## src/rtl/button_pkg.sv

```systemverilog
// Shared types and 100 MHz default timing constants for the button gesture classifier.
package button_pkg;

  typedef enum logic [2:0] {
    IDLE,
    PRESS1,
    WAIT2,
    PRESS2,
    LONG
  } gesture_state_t;

  localparam int unsigned LONG_CNT_DEF = 50_000_000;  // 0.5 s
  localparam int unsigned DBL_CNT_DEF  = 25_000_000;  // 0.25 s
  localparam int unsigned RPT_CNT_DEF  = 10_000_000;  // 0.1 s

  function automatic int unsigned max3(input int unsigned a, input int unsigned b,
                                       input int unsigned c);
    int unsigned m;
    m = (a > b) ? a : b;
    return (m > c) ? m : c;
  endfunction

endpackage

```

## src/rtl/button_gesture.sv

```systemverilog
// Turns debounced press/release pulses into short, double, long and repeat gesture pulses.
// Define BUTTON_GESTURE_REPEAT_EN to enable auto-repeat while a long press is held.
module button_gesture
  import button_pkg::*;
#(
  parameter int unsigned LONG_CNT = LONG_CNT_DEF,
  parameter int unsigned DBL_CNT  = DBL_CNT_DEF,
  parameter int unsigned RPT_CNT  = RPT_CNT_DEF
) (
  input  logic clk,
  input  logic rst,
  input  logic btn,
  input  logic btn_dn,
  input  logic btn_up,
  output logic short_press,
  output logic double_press,
  output logic long_press,
  output logic repeat_press,
  output logic held
);

`ifdef BUTTON_GESTURE_REPEAT_EN
  localparam bit REPEAT_EN = 1'b1;
`else
  localparam bit REPEAT_EN = 1'b0;
`endif

  // The repeat interval only sizes the counter when repeat is built in.
  localparam int unsigned CNT_MAX = max3(LONG_CNT, DBL_CNT, REPEAT_EN ? RPT_CNT : 0);
  localparam int          CW      = $clog2(CNT_MAX) + 1;

  localparam logic [CW-1:0] LONG_LAST = CW'(LONG_CNT - 1);
  localparam logic [CW-1:0] DBL_LAST  = CW'(DBL_CNT - 1);
`ifdef BUTTON_GESTURE_REPEAT_EN
  localparam logic [CW-1:0] RPT_LAST  = CW'(RPT_CNT - 1);
`endif

  gesture_state_t state, state_next;
  logic [CW-1:0]  cnt, cnt_next;
  logic           cnt_en, cnt_clr;
  logic           short_next, double_next, long_next, repeat_next;

  // NOTE: every signal written here gets a default first, so no path can leave one
  // unassigned and infer a latch.
  always_comb begin
    state_next  = state;
    cnt_en      = 1'b0;
    cnt_clr     = 1'b0;
    short_next  = 1'b0;
    double_next = 1'b0;
    long_next   = 1'b0;
    repeat_next = 1'b0;

    unique case (state)
      IDLE: begin
        if (btn_dn && !btn_up) state_next = PRESS1;
      end
      PRESS1: begin
        cnt_en = 1'b1;
        if (btn_up) begin
          state_next = WAIT2;
        end else if (cnt == LONG_LAST) begin
          state_next = LONG;
          long_next  = 1'b1;
        end
      end
      WAIT2: begin
        cnt_en = 1'b1;
        // A release never starts a second press, so btn_up masks a coincident btn_dn.
        if (btn_dn && !btn_up) begin
          state_next  = PRESS2;
          double_next = 1'b1;
        end else if (cnt == DBL_LAST) begin
          state_next = IDLE;
          short_next = 1'b1;
        end
      end
      PRESS2: begin
        if (btn_up) state_next = IDLE;
      end
      LONG: begin
        if (btn_up) begin
          state_next = IDLE;
        end
`ifdef BUTTON_GESTURE_REPEAT_EN
        else begin
          cnt_en = 1'b1;
          if (cnt == RPT_LAST) begin
            repeat_next = 1'b1;
            cnt_clr     = 1'b1;
          end
        end
`endif
      end
      default: state_next = IDLE;
    endcase

    // Every state change restarts the count; all counting states leave or clear
    // before reaching their limit, so the counter cannot wrap.
    if (state_next != state || cnt_clr) cnt_next = '0;
    else if (cnt_en)                    cnt_next = cnt + CW'(1);
    else                                cnt_next = cnt;
  end

  // NOTE: sequential state uses non-blocking assignments so every register samples
  // the pre-edge values, independent of statement order.
  always_ff @(posedge clk or posedge rst) begin
    if (rst) begin
      state        <= IDLE;
      cnt          <= '0;
      short_press  <= 1'b0;
      double_press <= 1'b0;
      long_press   <= 1'b0;
      held         <= 1'b0;
    end else begin
      state        <= state_next;
      cnt          <= cnt_next;
      short_press  <= short_next;
      double_press <= double_next;
      long_press   <= long_next;
      held         <= btn;
    end
  end

`ifdef BUTTON_GESTURE_REPEAT_EN
  always_ff @(posedge clk or posedge rst) begin
    if (rst) repeat_press <= 1'b0;
    else     repeat_press <= repeat_next;
  end
`else
  assign repeat_press = 1'b0;

  logic unused_repeat;
  assign unused_repeat = repeat_next;
`endif

endmodule

```

## config.mk

```make
export PLATFORM = sky130hd
export DESIGN_NAME = button_gesture
export DESIGN_NICKNAME = d
export VERILOG_FILES = /design/src/rtl/button_pkg.sv /design/src/rtl/button_gesture.sv
export SDC_FILE = /design/constraint.sdc
export NUM_CORES = 1
export LEC_CHECK = 0
export BUFFER_PORTS_ARGS = -buffer_cell sky130_fd_sc_hd__buf_2
export CORE_ASPECT_RATIO = 1.1
export CORE_UTILIZATION = 42
export CTS_CLUSTER_SIZE = 28
export DETAILED_ROUTE_END_ITERATION = 10
export PLACE_DENSITY_LB_ADDON = 0.08
export REMOVE_ABC_BUFFERS = 1
export SETUP_SLACK_MARGIN = 0.2
export SLEW_MARGIN = 20
export SYNTH_ARGS = -nofsm -noshare
export SYNTH_HDL_FRONTEND = slang
export SYNTH_SLANG_ARGS = --single-unit
```

## constraint.sdc

```tcl
create_clock -name clk -period 2.6 [get_ports clk]
set_input_delay 0.26 -clock clk [delete_from_list [all_inputs] [get_ports clk]]
set_output_delay 0.26 -clock clk [all_outputs]
set_load 0.005 [all_outputs]
```

==> summary.txt <==
Setup path
  • Worst path cell trace: ha_2, or4b_1, or4_1, or4_4, a211oi_4, buf_6, buf_6, nor2_1
  • Critical path startpoint: cnt[0]
  • CP peak stage delay: between 0.4 and 0.5 ns
  • Most frequent CP cell: buf_6
  • Worst R2R Path Depth: 8
  • CP top delay family: simple AND/OR/NAND/NOR gates
  • Worst Setup Start Kind: register
  • Critical path destination: cnt[18]
  • Levels on crit path: 8
  • Peak fanout along the critical path: 7
  • Worst r2r src: cnt[0]
  • Slowest cell on the critical path: or4_4
  • Critical Path RT: ~2.8 ns
  • WS Path Type: register to register
  • Worst path arrival time: 2.70 ns
  • R2R Path End: cnt[18]
  • Buffers & Inverters on Critical Path: 2
  • Critical Path End Type: register
  • R2r setup slk: 0.07 ns

Drt
  • Met2 routed WL: 2230 um
  • Via Count: between 1500 and 2000
  • Met3 routed WL: ~140 um
  • # DRC: 0
  • Post-Route WL: roughly 4500 um
  • Vias per cell: between 5 and 6
  • M1 WL: between 2000 and 2500 um
  • Initial DRC Count: 83
  • Final ANT Viol Nets: 0
  • First-pass DRT Iterations: 5
  • Post-DR wirelength/cell: ~16 um
  • Max layer used: met4

GRT
  • Total grt overflow: 0
  • First-pass GRT wire length: 7790 um
  • Global router's overall resource usage: 0.220
  • Number of global-route vias before repair: roughly 1700
  • Initial antenna violation count: 0
  • Largest net degree at the start of global routing: 35

Clocking
  • Clock Latency Late Sink: between 0.2 and 0.3 ns
  • Inserted Clock Buffers: 5
  • Reg clk slew, reported paths: ~0.070 ns
  • CTS tree: done
  • # H-tree levels: 2
  • CTS Sinks: 34
  • Longest Clk Path Bufs: 2
  • Root Buffer: clkbuf_8
  • Post-cts hold buffer count: 0

Synthesis
  • Combinational family with the most area after synthesis: simple AND/OR/NAND/NOR gates
  • Count of different cell masters after synthesis: 38
  • Synthesis-stage register bit count: 34
  • Post-synth EDFFs: 0
  • Post-Synthesis Cells: roughly 200
  • Synth async-reset ratio: 1.00
  • Area of the mapped netlist: ~1900 um2
  • Xor/xnor share of the synthesized area: 0.136
  • Synth Area per Inst: around 9.5 um2
  • Post-synthesis mux area share: 0
  • Register area share after synthesis: 0.455
  • Yosys Warn Count: 0
  • Synth Area in Compound Gates: 0.0455
  • Top_reg_cell synth: dfrtp_1
  • Adder-Cell Fraction of Synth Area: 0.00668
  • Simple-gate portion of the synthesized area: 0.321

Timing
  • Maximum clock frequency: approximately 400 MHz
  • Period utilisation layout: 0.972
  • Fin crit period: 2.53 ns
  • Hold Violations, Final: 0
  • Worst Clk Skew: 0.00564 ns
  • Min Hold Slack: between 0.06 and 0.07 ns
  • Slew headroom: 0.621
  • RSZ-0062 raised after global routing: yes
  • Setup violators final: 0
  • Final slew viol count: 0
  • Worst Tran Pin Value: 0.563 ns
  • Setup TNS: 0 ns

Worst hold path
  • Hold WC Path Type: primary input to async pin

Pwr
  • Internal Power: 862 uW
  • Maximum VDD drop: approximately 400 uV
  • Switch Pwr: about 370 uW
  • Pwr dens: 561 nW/um2
  • Clock network fraction of total power: 0.302
  • Sw Ratio: 0.300
  • Gate power share: 0.220
  • Pleak: approximately 0.95 nW
  • Total Power: about 1.2 mW
  • Sequential share of power: 0.478

Die
  • CORE AREA: approximately 4300 um2
  • Die ar.: about 4700 um2
  • Die H: a little over 70 um
  • Die Wd: 65.7 um
  • Initial Utilization: 0.437
  • Row count: 25
  • Top-level I/O count: 10

Final layout
  • Fillers: 402
  • # diodes: 0
  • Area grow syn2layout: 17.2%
  • Nets@finish: between 200 and 250
  • Fraction of layout cells with a size suffix above 1: 0.230

Place
  • Post-DP HPWL: 3080 um
  • IO Port Bufs: 8
  • Gpl congestion: 0.842

Status
  • Status: completed

Run
  • Max-cap violations: 0
synthesized netlist by cell type, types with 2 or more instances:
library cell	n	share of area
a21oi_1	4	0.011
nor3_1	6	0.016
buf_6	2	0.012
o21ai_0	3	0.0080
nand3_1	9	0.024
clkbuf_1	4	0.0080
nor2_1	32	0.064
nand4_1	15	0.050
dfrtp_1	34	0.45
buf_4	2	0.0080
and4_1	3	0.014
xnor2_1	12	0.056
xor2_1	17	0.080
nor2b_1	6	0.020
nor4b_1	3	0.014
and2_1	4	0.013
nand2_1	10	0.020
inv_1	2	0.0040
nor4_1	4	0.013
and3_1	8	0.027
worst reg2reg max path, stage by stage, from the launching register on:
cell      delay [ns]
dfrtp_1         0.37
ha_2            0.20
or4b_1          0.41
or4_1           0.41
or4_4           0.45
a211oi_4        0.23
buf_6           0.16
buf_6           0.14
nor2_1          0.06
worst min path at each step:
stage,from,to,slack (ns)
global route,btn,held,0.07
CTS,rst,cnt[11],0.08
finish,rst,held,0.07
global placement,rst,held,0.37
floorplan,btn,held,0.29
detailed placement,btn,held,0.37
kinds of logic after synthesis:
| group | count (synthesis) |
|---|---|
| AOI/OAI and AO/OA | 12 |
| other | 1 |
| DFF | 34 |
| and+or+nand+nor | 110 |
| buffers and inverters | 11 |
| xor gates and xnor gates | 29 |
| adders and majority gates | 1 |
sequential cells by signal, indices dropped and copies added (netlist names):
name	cells
state	3
long_press	1
double_press	1
held	1
short_press	1
cnt	27
metal layers:
metal	up-vias	track usage
met5	-	0
met4	0	0.0773
met3	10	0.0503
met2	25	0.378
met1	767	0.267
li1	734	-
area by class of cell:
class | count | area (um2) | share of cell area
multi-input cells | 153 | 996 | 0.454
flip-flops and latches | 34 | 851 | 0.388
repair buffers | 26 | 194 | 0.0884
clock buffers | 5 | 68.8 | 0.0314
well taps | 54 | 67.6 | 0.0308
clock inverters | 2 | 10.0 | 0.00456
inverters | 2 | 7.51 | 0.00342
stage by stage:
step / instances / utilization / worst slack, ns / area [um2]
detailed placement: 261 / 0.466 / 0.0318 / 2000
floorplan: 189 / - / -0.105 / 1810
global route: 276 / 0.512 / -0.0164 / 2190
global placement: 261 / 0.466 / 0.0899 / 2000
CTS: 275 / 0.508 / 0.123 / 2180
finish: 276 / 0.512 / 0.0741 / 2190
timing repair:
| item | CTS | global route |
|---|---|---|
| setup buffers | 5 | 1 |
| gates resized for setup | 18 | 3 |
| gates cloned | 2 | 0 |
| endpoints found under the hold margin | 0 | 0 |
| pin swaps | 14 | 0 |
| setup endpoints to repair | 27 | 29 |
power groups by stage:
| stage | Sequential (mW) | Clock (mW) | Combinational [mW] |
|---|---|---|---|
| finish | 0.589 | 0.372 | 0.271 |
| detailed placement | 0.602 | 0 | 0.189 |
| global placement | 0.599 | 0 | 0.186 |
| floorplan | 0.596 | 0 | 0.128 |
| CTS | 0.587 | 0.383 | 0.255 |
| global route | 0.595 | 0.402 | 0.294 |
placed cells by master, fill, tap and decap left out, types with 2 or more instances in the layout:
cell type and instances:
a21oi_1 3, and2_1 4, and3_1 8, and4_1 3, buf_2 8, buf_4 13
buf_6 5, clkbuf_8 5, clkinv_2 2, dfrtp_1 34, inv_1 2, nand2_1 10
nand3_1 9, nand4_1 15, nor2_1 21, nor2_2 11, nor2b_1 6, nor3_1 6
nor4_1 4, nor4b_1 2, o21ai_0 3, xnor2_1 12, xor2_1 17
Note: power is estimated with default switching activity, not from simulation.
